<file path="src/rtl/fpu_man_round_pipe.sv">
`default_nettype none
// ============================================================================
// Module   : fpu_man_round_pipe
// Purpose  : Two-stage pipelined mantissa rounding unit for the FPU add/sub
//            datapath. Sits after the normaliser. It rounds the kept mantissa
//            field using the L/G/R/S bits and propagates any mantissa carry-out
//            into the exponent.
//            Stage 1 registers the kept field, the exponent, the inexact flag
//            and the increment decision. Stage 2 applies the increment and
//            registers the final result and flags.
//            Valid/ready handshaking on both sides gives full throughput with
//            back-pressure.
// Config   : FPU_ROUND_RMODE_EN
//              defined   - i_rmode selects RNE/RTZ/RDN/RUP.
//              undefined - rounding is fixed to RNE; i_rmode and i_sign are
//                          ignored. The port list is unchanged.
// Ports    : i_clk, i_rst_n      clock and asynchronous active-low reset
//            i_valid / o_ready   input handshake
//            i_man, i_exp        normalised mantissa and its biased exponent
//            i_sign, i_rmode     result sign and rounding mode
//                                (00 RNE, 01 RTZ, 10 RDN, 11 RUP)
//            o_valid / i_ready   output handshake
//            o_man_result        rounded mantissa (hidden bit excluded)
//            o_exp               exponent, incremented on mantissa carry-out
//            o_ov_flow           mantissa carry-out occurred
//            o_exp_ov            incremented exponent reached all-ones
//            o_inexact           any of G/R/S was set
// Revision : 1.0 - initial release
// ============================================================================
module fpu_man_round_pipe #(
    parameter int SIZE_MAN        = 32,
    parameter int SIZE_MAN_RESULT = 23,
    parameter int SIZE_EXP        = 8
) (
    input  logic                       i_clk,
    input  logic                       i_rst_n,
    input  logic                       i_valid,
    output logic                       o_ready,
    input  logic [SIZE_MAN-1:0]        i_man,
    input  logic [SIZE_EXP-1:0]        i_exp,
    input  logic                       i_sign,
    input  logic [1:0]                 i_rmode,
    output logic                       o_valid,
    input  logic                       i_ready,
    output logic [SIZE_MAN_RESULT-1:0] o_man_result,
    output logic [SIZE_EXP-1:0]        o_exp,
    output logic                       o_ov_flow,
    output logic                       o_exp_ov,
    output logic                       o_inexact
);

    // Bit index of L, the least significant kept bit.
    localparam int c_LPOS = SIZE_MAN - SIZE_MAN_RESULT;

`ifdef FPU_ROUND_RMODE_EN
    localparam logic [1:0] c_RM_RNE = 2'b00;
    localparam logic [1:0] c_RM_RTZ = 2'b01;
    localparam logic [1:0] c_RM_RDN = 2'b10;
    localparam logic [1:0] c_RM_RUP = 2'b11;
`endif

    // ------------------------------------------------------------------
    // Flow control
    // ------------------------------------------------------------------
    logic r_s1_valid;
    logic r_s2_valid;
    logic w_adv1;
    logic w_adv2;

    // A stage may advance when it is empty or when the stage after it
    // is advancing; this lets accept and deliver occur in the same cycle.
    assign w_adv2  = ~r_s2_valid | i_ready;
    assign w_adv1  = ~r_s1_valid | w_adv2;
    assign o_ready = w_adv1;
    assign o_valid = r_s2_valid;

    // ------------------------------------------------------------------
    // Stage 1 combinational: L/G/R/S extraction and increment decision
    // ------------------------------------------------------------------
    logic w_lsb;
    logic w_guard;
    logic w_round;
    logic w_sticky;
    logic w_inexact;
    logic w_inc_rne;
    logic w_inc;

    assign w_lsb     = i_man[c_LPOS];
    assign w_guard   = i_man[c_LPOS-1];
    assign w_round   = i_man[c_LPOS-2];
    assign w_sticky  = |i_man[c_LPOS-3:0];
    assign w_inexact = w_guard | w_round | w_sticky;

    // Round-to-nearest-even: round up above the halfway point, and on an
    // exact tie only when the kept field is odd.
    assign w_inc_rne = w_guard & (w_round | w_sticky | w_lsb);

`ifdef FPU_ROUND_RMODE_EN
    always_comb begin
        w_inc = 1'b0;
        case (i_rmode)
            c_RM_RNE: w_inc = w_inc_rne;
            c_RM_RTZ: w_inc = 1'b0;
            // Directed modes round away from zero only toward their own
            // infinity, so the sign decides whether the magnitude grows.
            c_RM_RDN: w_inc = i_sign & w_inexact;
            c_RM_RUP: w_inc = ~i_sign & w_inexact;
            default:  w_inc = 1'b0;
        endcase
    end
`else
    assign w_inc = w_inc_rne;

    // Mode and sign only matter for the directed modes.
    logic w_unused_mode;
    assign w_unused_mode = ^{i_rmode, i_sign};
`endif

    // ------------------------------------------------------------------
    // Stage 1 registers
    // ------------------------------------------------------------------
    logic [SIZE_MAN_RESULT-1:0] r_s1_man;
    logic [SIZE_EXP-1:0]        r_s1_exp;
    logic                       r_s1_inc;
    logic                       r_s1_inexact;

    always_ff @(posedge i_clk or negedge i_rst_n) begin
        if (!i_rst_n) begin
            r_s1_valid   <= 1'b0;
            r_s1_man     <= '0;
            r_s1_exp     <= '0;
            r_s1_inc     <= 1'b0;
            r_s1_inexact <= 1'b0;
        end else if (w_adv1) begin
            r_s1_valid <= i_valid;
            // Data only moves with a real beat so idle cycles leave the
            // registers untouched.
            if (i_valid) begin
                r_s1_man     <= i_man[SIZE_MAN-1 -: SIZE_MAN_RESULT];
                r_s1_exp     <= i_exp;
                r_s1_inc     <= w_inc;
                r_s1_inexact <= w_inexact;
            end
        end
    end

    // ------------------------------------------------------------------
    // Stage 2 combinational: apply increment, detect carry-out
    // ------------------------------------------------------------------
    logic [SIZE_MAN_RESULT:0]   w_sum;
    logic                       w_carry;
    logic [SIZE_EXP-1:0]        w_exp_inc;
    logic [SIZE_MAN_RESULT-1:0] w_man_next;
    logic [SIZE_EXP-1:0]        w_exp_next;
    logic                       w_exp_ov_next;

    assign w_sum     = {1'b0, r_s1_man} + {{SIZE_MAN_RESULT{1'b0}}, r_s1_inc};
    assign w_carry   = w_sum[SIZE_MAN_RESULT];
    assign w_exp_inc = r_s1_exp + {{(SIZE_EXP-1){1'b0}}, 1'b1};

    // On carry-out the mantissa becomes 1.000... with the hidden bit moved
    // into the exponent, so the stored fraction is zero.
    assign w_man_next    = w_carry ? '0 : w_sum[SIZE_MAN_RESULT-1:0];
    assign w_exp_next    = w_carry ? w_exp_inc : r_s1_exp;
    assign w_exp_ov_next = w_carry & (&w_exp_inc);

    // ------------------------------------------------------------------
    // Stage 2 registers (drive the outputs directly)
    // ------------------------------------------------------------------
    logic [SIZE_MAN_RESULT-1:0] r_s2_man;
    logic [SIZE_EXP-1:0]        r_s2_exp;
    logic                       r_s2_ov_flow;
    logic                       r_s2_exp_ov;
    logic                       r_s2_inexact;

    always_ff @(posedge i_clk or negedge i_rst_n) begin
        if (!i_rst_n) begin
            r_s2_valid   <= 1'b0;
            r_s2_man     <= '0;
            r_s2_exp     <= '0;
            r_s2_ov_flow <= 1'b0;
            r_s2_exp_ov  <= 1'b0;
            r_s2_inexact <= 1'b0;
        end else if (w_adv2) begin
            r_s2_valid <= r_s1_valid;
            if (r_s1_valid) begin
                r_s2_man     <= w_man_next;
                r_s2_exp     <= w_exp_next;
                r_s2_ov_flow <= w_carry;
                r_s2_exp_ov  <= w_exp_ov_next;
                r_s2_inexact <= r_s1_inexact;
            end
        end
    end

    assign o_man_result = r_s2_man;
    assign o_exp        = r_s2_exp;
    assign o_ov_flow    = r_s2_ov_flow;
    assign o_exp_ov     = r_s2_exp_ov;
    assign o_inexact    = r_s2_inexact;

endmodule
`default_nettype wire

</file>
<file path="config.mk">
export PLATFORM = sky130hd
export DESIGN_NAME = fpu_man_round_pipe
export DESIGN_NICKNAME = d
export VERILOG_FILES = /design/src/rtl/fpu_man_round_pipe.sv
export SDC_FILE = /design/constraint.sdc
export NUM_CORES = 1
export LEC_CHECK = 0
export CAP_MARGIN = 30
export CORE_UTILIZATION = 44
export DETAILED_ROUTE_END_ITERATION = 10
export PLACE_DENSITY = 0.76
export REMOVE_ABC_BUFFERS = 1
export SLEW_MARGIN = 15
export SYNTH_ARGS = -nofsm -noshare
export SYNTH_HDL_FRONTEND = slang
export SYNTH_SLANG_ARGS = --single-unit
</file>
<file path="constraint.sdc">
create_clock -name i_clk -period 1.99 [get_ports i_clk]
set_clock_uncertainty 0.05 [all_clocks]
set_input_delay 0.199 -clock i_clk [delete_from_list [all_inputs] [get_ports i_clk]]
set_output_delay 0.199 -clock i_clk [all_outputs]
set_load 0.005 [all_outputs]
</file>
==> results.ini, run 1 <==
[timing]
tightestPinTransition_ps=688
grt_setup_unrepaired=yes
timing_hold_violations_final=0
min_period_ps=1970
fin_crit_sh_pct=98.9
relSlewSlack_pct=54.1
setup_viol=0
drv_slew=0
fmax_ghz=0.508
holdWs_ps=385

[grt]
grt_pass1_vias=2791
grt_pass1_wl_um=13000
met1_usage_pct=28.9
grtUsageMet2_pct=36.6
grt_overflow=0
antenna_found_initial=0
busiest_layer=met2
grt_util_met3_pct=3.17
grt.total_usage_pct=22.1
grt_max_degree=41

[setup_path]
endpoint_kind=register
cp_top_family=simple AND/OR/NAND/NOR gates
r2r-end=o_exp[3]
reg2regPathDepth=4
r2r_start=r_s1_man[10]
cp-start-kind=register
crit_path_top_delay_cell=or4_4
cp_max_fo=6
path_cells=nand4_4, or4_4, or4_1, a31oi_1
slowest_delay_ps=620
criticalPathCategory=reg -> reg
arrival_ps=2180
reg2reg_slack_ps=20
cp_num_buf_inv=0
crit_required_ps=2200

[synthesis]
synth_cells=314
synth_top_family_by_area=simple AND/OR/NAND/NOR gates
syn_avg_cell_area_um2=10.5
synth.top_cell.area_share_pct=52.2
synth.largest_area_cell=dfrtp_1
synthFlopType=dfrtp_1
synth.most_common_cell=dfrtp_1
synth-xor-area-share_pct=4.24
synthAdderAreaFrac_pct=1.51
post_synth_num_cell_types=35
yosys.area_share.simple_pct=17.9
synth_common_cells=dfrtp_1 (69), nand2_1 (42), mux2_2 (31)
synthTopCellsByArea=dfrtp_1 (52%), mux2_2 (11%), nand2_1 (4.8%)
syn_area_mm2=0.00331
synth_mux_area_share_pct=10.6
yosys_register_bits=69
synth-edff-count=0
ys_warn_count=0
yosysSeqAreaShare_pct=52.2
synth-compound-area-share_pct=10.7
postSynth.asyncResetShare_pct=100

[die]
io_pins=83
rows=31
core_mm2=0.00725
die_w_um=88.7
die_area_mm2=0.00786
start_util_pct=45.6
die_y_um=88.7

[clock_tree]
clock_path_buffers=2
clk_latency_ps=340
cts_tree=yes
htree_num_levels=3
cts-root-buf=clkbuf_8
cts.reportedPaths.clkPinSlew_ps=70
cts.sinks=69
cts_buffers=9

[routing]
via_per_inst=5.36
ant_nets=0
wl_per_cell_um=15.1
first_iter_violations=159
vias=2905
drc_errors=0
totalWireLength_um=8210
first_pass_iters=4

[placement]
hpwl_um=5730
gp_congestion=0.797
io_buffers=79

[finish]
nets=489
syn_to_final_growth_pct=47.8
fillers=565
antenna_cells=0
multiInputGateArea_mm2=0.00158
ff_latch_area_mm2=0.00173
drive_gt1_share_pct=25.7

[pwr]
power.density_mw_per_mm2=882
power.total_mw=4.31
vdd_ir_drop_max_mv=0.374
power_leakage_nw=1.96

[flow_run]
maxCapViolations=0

[run_status]
status=finished clean

[hold_path]
hp-class=in -> async

## logic make-up (layout without fill, tap and decap cells)
| group | after synthesis | in the layout |
|---|---|---|
| and+or+nand+nor | 115 | 116 |
| DFF | 69 | 69 |
| AOI/OAI and AO/OA | 56 | 56 |
| muxes | 31 | 31 |
| buffers and inverters | 23 | 151 |
| xor gates and xnor gates | 16 | 16 |
| adders and majority gates | 4 | 4 |
## worst register-to-register path: stages, from the launching register on
cell and delay, ps:
dfrtp_1 420, nand4_4 140, or4_4 620, or4_1 510, a31oi_1 140
## registers in the layout, summed over array words and instances (netlist names), 8 cells and up
register      count
r_s1_exp          8
r_s1_man         23
o_exp             8
o_man_result     23
## layer usage
| layer | vias up | part of all wire [%] | wire length [um] |
|---|---|---|---|
| li1 | 1389 | - | - |
| met1 | 1394 | 43 | 3530 |
| met2 | 103 | 50 | 4100 |
| met3 | 19 | 4.9 | 400 |
| met4 | 0 | 2.1 | 174 |
| met5 | - | 0 | 0 |
## worst max path at each step
| stage | start | end | slack (ps) | depth (start not counted) |
|---|---|---|---|---|
| 6_report | r_s1_man[10] | o_exp[3] | 20 | 4 |
| 5_1_grt | r_s1_man[19] | o_exp[4] | -70 | 5 |
| 4_1_cts | r_s1_inc | o_exp[5] | -20 | 5 |
| 3_5_place_dp | r_s1_man[5] | o_exp[3] | -150 | 4 |
| 3_3_place_gp | r_s1_man[4] | o_exp[3] | -60 | 4 |
| 2_1_floorplan | r_s1_man[4] | o_exp[3] | -210 | 4 |
## stage by stage
| stage | cells | cell area [um2] | utilization [%] | setup WS, ps | TNS (ps) |
|---|---|---|---|---|---|
| after floorplan | 297 | 3230 | - | -208 | -2440 |
| after global placement | 522 | 4520 | 62.3 | -62.9 | -274 |
| after detailed placement | 522 | 4520 | 62.3 | -147 | -860 |
| after CTS | 541 | 4820 | 66.4 | -16.2 | -42.6 |
| after global routing | 542 | 4890 | 67.4 | -71.9 | -386 |
| final | 542 | 4890 | 67.4 | 21.0 | 0 |
## where the power goes
group / internal [mW] / switching (mW) / total (mW)
sequential: 1.65 / 0.187 / 1.83
combinational: 0.673 / 0.449 / 1.12
clock: 0.841 / 0.515 / 1.36
## area by class of cell
| cell class | count | share of cell area [%] |
|---|---|---|
| Clock buffer | 13 | 3.66 |
| Clock inverter | 3 | 1.33 |
| Inverter | 6 | 0.461 |
| Multi-Input combinational cell | 223 | 32.3 |
| Sequential cell | 69 | 35.3 |
| Tap cell | 99 | 2.53 |
| Timing Repair Buffer | 129 | 24.4 |
## placed cells by master (no fill, tap or decap), types with 8 or more instances in the layout
master	Yosys	routed
nand2_1	42	42
o31ai_1	12	10
clkbuf_8	0	13
mux2_2	31	31
dfrtp_1	69	69
or4_1	12	8
nor2_1	18	18
nand3_1	10	9
xnor2_1	12	12
a31oi_1	11	10
clkdlybuf4s50_1	0	78
o21ai_0	23	23
buf_4	0	46
## repair_timing
item	CTS	global route
endpoints found under the setup margin	13	13
buffers inserted	1	1
hold endpoints to repair	29	0
gates cloned	1	0
pin swaps	4	11
hold buffers	1	0
gates resized for setup	7	10
Power figures use the tool's default switching activity.
==> inputs of run 2 (changes only) <==
CORE_UTILIZATION = 40   (was 44)
CTS_CLUSTER_SIZE = 30   (was unset)
PLACE_DENSITY = 0.7   (was 0.76)
==> run 2 against run 1 <==
  * Clock power is 6% higher
  * Highest routed layer unchanged
  * Critical path depth is 1 higher
  * First-iteration DRC count is 19% lower
  * Largest power group unchanged
  * Largest cell class unchanged
  * Hold slack worse by 98 ps
  * Via count is 2.0% lower
==> results.ini, run 2 (same netlist as run 1, synthesis figures left out) <==
[setup_path]
criticalPathCategory=reg -> reg  ; unchanged
crit_required_ps=2210  ; was 2200 ps
r2r_start=r_s1_inc  ; was r_s1_man[10]
cp-start-kind=register  ; unchanged
cp_max_fo=6  ; unchanged
slowest_delay_ps=550  ; was 620 ps
r2r-end=o_exp[2]  ; was o_exp[3]
reg2reg_slack_ps=8  ; was 20 ps
endpoint_kind=register  ; unchanged
arrival_ps=2200  ; was 2180 ps
crit_path_top_delay_cell=or4_4  ; unchanged
path_cells=ha_4, nand3_4, or4_4, or4_1, a31oi_1  ; was nand4_4, or4_4, or4_1, a31oi_1
reg2regPathDepth=5  ; was 4

[clock_tree]
cts.reportedPaths.clkPinSlew_ps=80  ; was 70 ps
clk_latency_ps=340  ; about the same
clock_path_buffers=2  ; unchanged
cts_buffers=9  ; unchanged
cts-root-buf=clkbuf_8  ; unchanged
cts_tree=yes  ; unchanged
cts.sinks=69  ; unchanged
htree_num_levels=3  ; unchanged

[grt]
grt_max_degree=51  ; was 41
grt_pass1_wl_um=13000  ; about the same
grt_overflow=0  ; unchanged
antenna_found_initial=0  ; unchanged
grt_pass1_vias=2640  ; was 2,791
grt.total_usage_pct=19.6  ; was 22.1%

[routing]
drc_errors=0  ; unchanged
wl_per_cell_um=14.6  ; was 15.1 um
vias=2846  ; was 2,905
first_pass_iters=4  ; unchanged
first_iter_violations=128  ; was 159
totalWireLength_um=7970  ; was 8210 um
ant_nets=0  ; unchanged
via_per_inst=5.21  ; was 5.36

[die]
die_y_um=92.9  ; was 88.7 um
die_area_mm2=0.00863  ; was 0.00786 mm2
start_util_pct=42.1  ; was 45.6%
rows=32  ; was 31
die_w_um=92.9  ; was 88.7 um
io_pins=83  ; unchanged
core_mm2=0.00785  ; was 0.00725 mm2

[timing]
relSlewSlack_pct=69.2  ; was 54.1%
tightestPinTransition_ps=463  ; was 688 ps
fin_crit_sh_pct=99.6  ; was 98.9%
fin_ws_ps=8.01  ; was 21.0 ps
grt_setup_unrepaired=yes  ; unchanged
setup_viol=0  ; unchanged
min_period_ps=1980  ; was 1970 ps
drv_slew=0  ; unchanged
timing_hold_violations_final=0  ; unchanged
holdWs_ps=287  ; was 385 ps
fmax_ghz=0.505  ; was 0.508 GHz

[hold_path]
hp-class=in -> async  ; unchanged

[placement]
dp_slack_ps=-132  ; was -147 ps
gp_congestion=0.791  ; was 0.797
hpwl_um=5730  ; about the same
io_buffers=79  ; unchanged

[pwr]
power_leakage_nw=1.95  ; was 1.96 nW
power.total_mw=4.38  ; was 4.31 mW
vdd_ir_drop_max_mv=0.390  ; was 0.374 mV
power.density_mw_per_mm2=898  ; was 882 mW/mm2

[run_status]
status=finished clean  ; unchanged

[finish]
layout_commonest_cell=clkdlybuf4s50_1  ; unchanged
nets=490  ; was 489
drive_gt1_share_pct=25.5  ; was 25.7%
syn_to_final_growth_pct=47.7  ; was 47.8%
layout_common_cells=clkdlybuf4s50_1 (78), dfrtp_1 (67), buf_4 (48)  ; was clkdlybuf4s50_1 (78), dfrtp_1 (69), buf_4 (46)
antenna_cells=0  ; unchanged

[flow_run]
maxCapViolations=0  ; unchanged

==> run 2: final cells by class <==
class	count	area, um2
sequential	69	1730
inverter	6	22.5
clock buffer	11	151
fill	663	2960
timing repair buffer	130	1200
clock inverter	5	106
tap	102	128
multi-input combinational	223	1550
==> run 2: metrics by stage <==
| stage | instances | TNS [ps] | instance area, um2 | util [%] |
|---|---|---|---|---|
| finish | 546 | 0 | 4880 | 62.2 |
| global route | 546 | -126 | 4880 | 62.2 |
| CTS | 544 | 0 | 4850 | 61.8 |
| detailed placement | 525 | -742 | 4520 | 57.7 |
| global placement | 525 | -412 | 4520 | 57.7 |
| floorplan | 297 | -2440 | 3230 | - |
==> run 2: worst max-delay path, delay by kind of cell (launching register included) <==
family | cells | cell delay [ps]
and+or+nand+nor | 3 | 1150
DFF | 1 | 390
adders and majority gates | 1 | 180
AOI/OAI and AO/OA | 1 | 140
==> run 2: layer usage <==
layer	share of wire (%)	global-route usage [%]
met2	47	30.9
met1	46	26.6
met4	1.9	8.21
met3	4.3	3.28
met5	0	0
==> run 2: worst max-delay path by stage <==
stage,slack (ps),start,end
final,8,r_s1_inc,o_exp[2]
after global routing,-50,r_s1_inc,o_man_result[19]
after CTS,2,r_s1_man[5],o_exp[5]
after detailed placement,-130,r_s1_man[5],o_exp[3]
after global placement,-90,r_s1_man[4],o_exp[3]
after floorplan,-210,r_s1_man[4],o_exp[3]
==> run 2: what timing repair did <==
item | in CTS | in global routing
buffers inserted | 1 | 3
cloned | 1 | 0
endpoints found under the hold margin | 19 | 0
endpoints found under the setup margin | 9 | 12
gates resized for setup | 8 | 5
pin swaps | 10 | 12
hold buffers | 1 | 0
==> run 2: where the power goes <==
group,internal (mW),switching [mW]
registers,1.65,0.186
logic,0.676,0.434
clock network,0.903,0.537
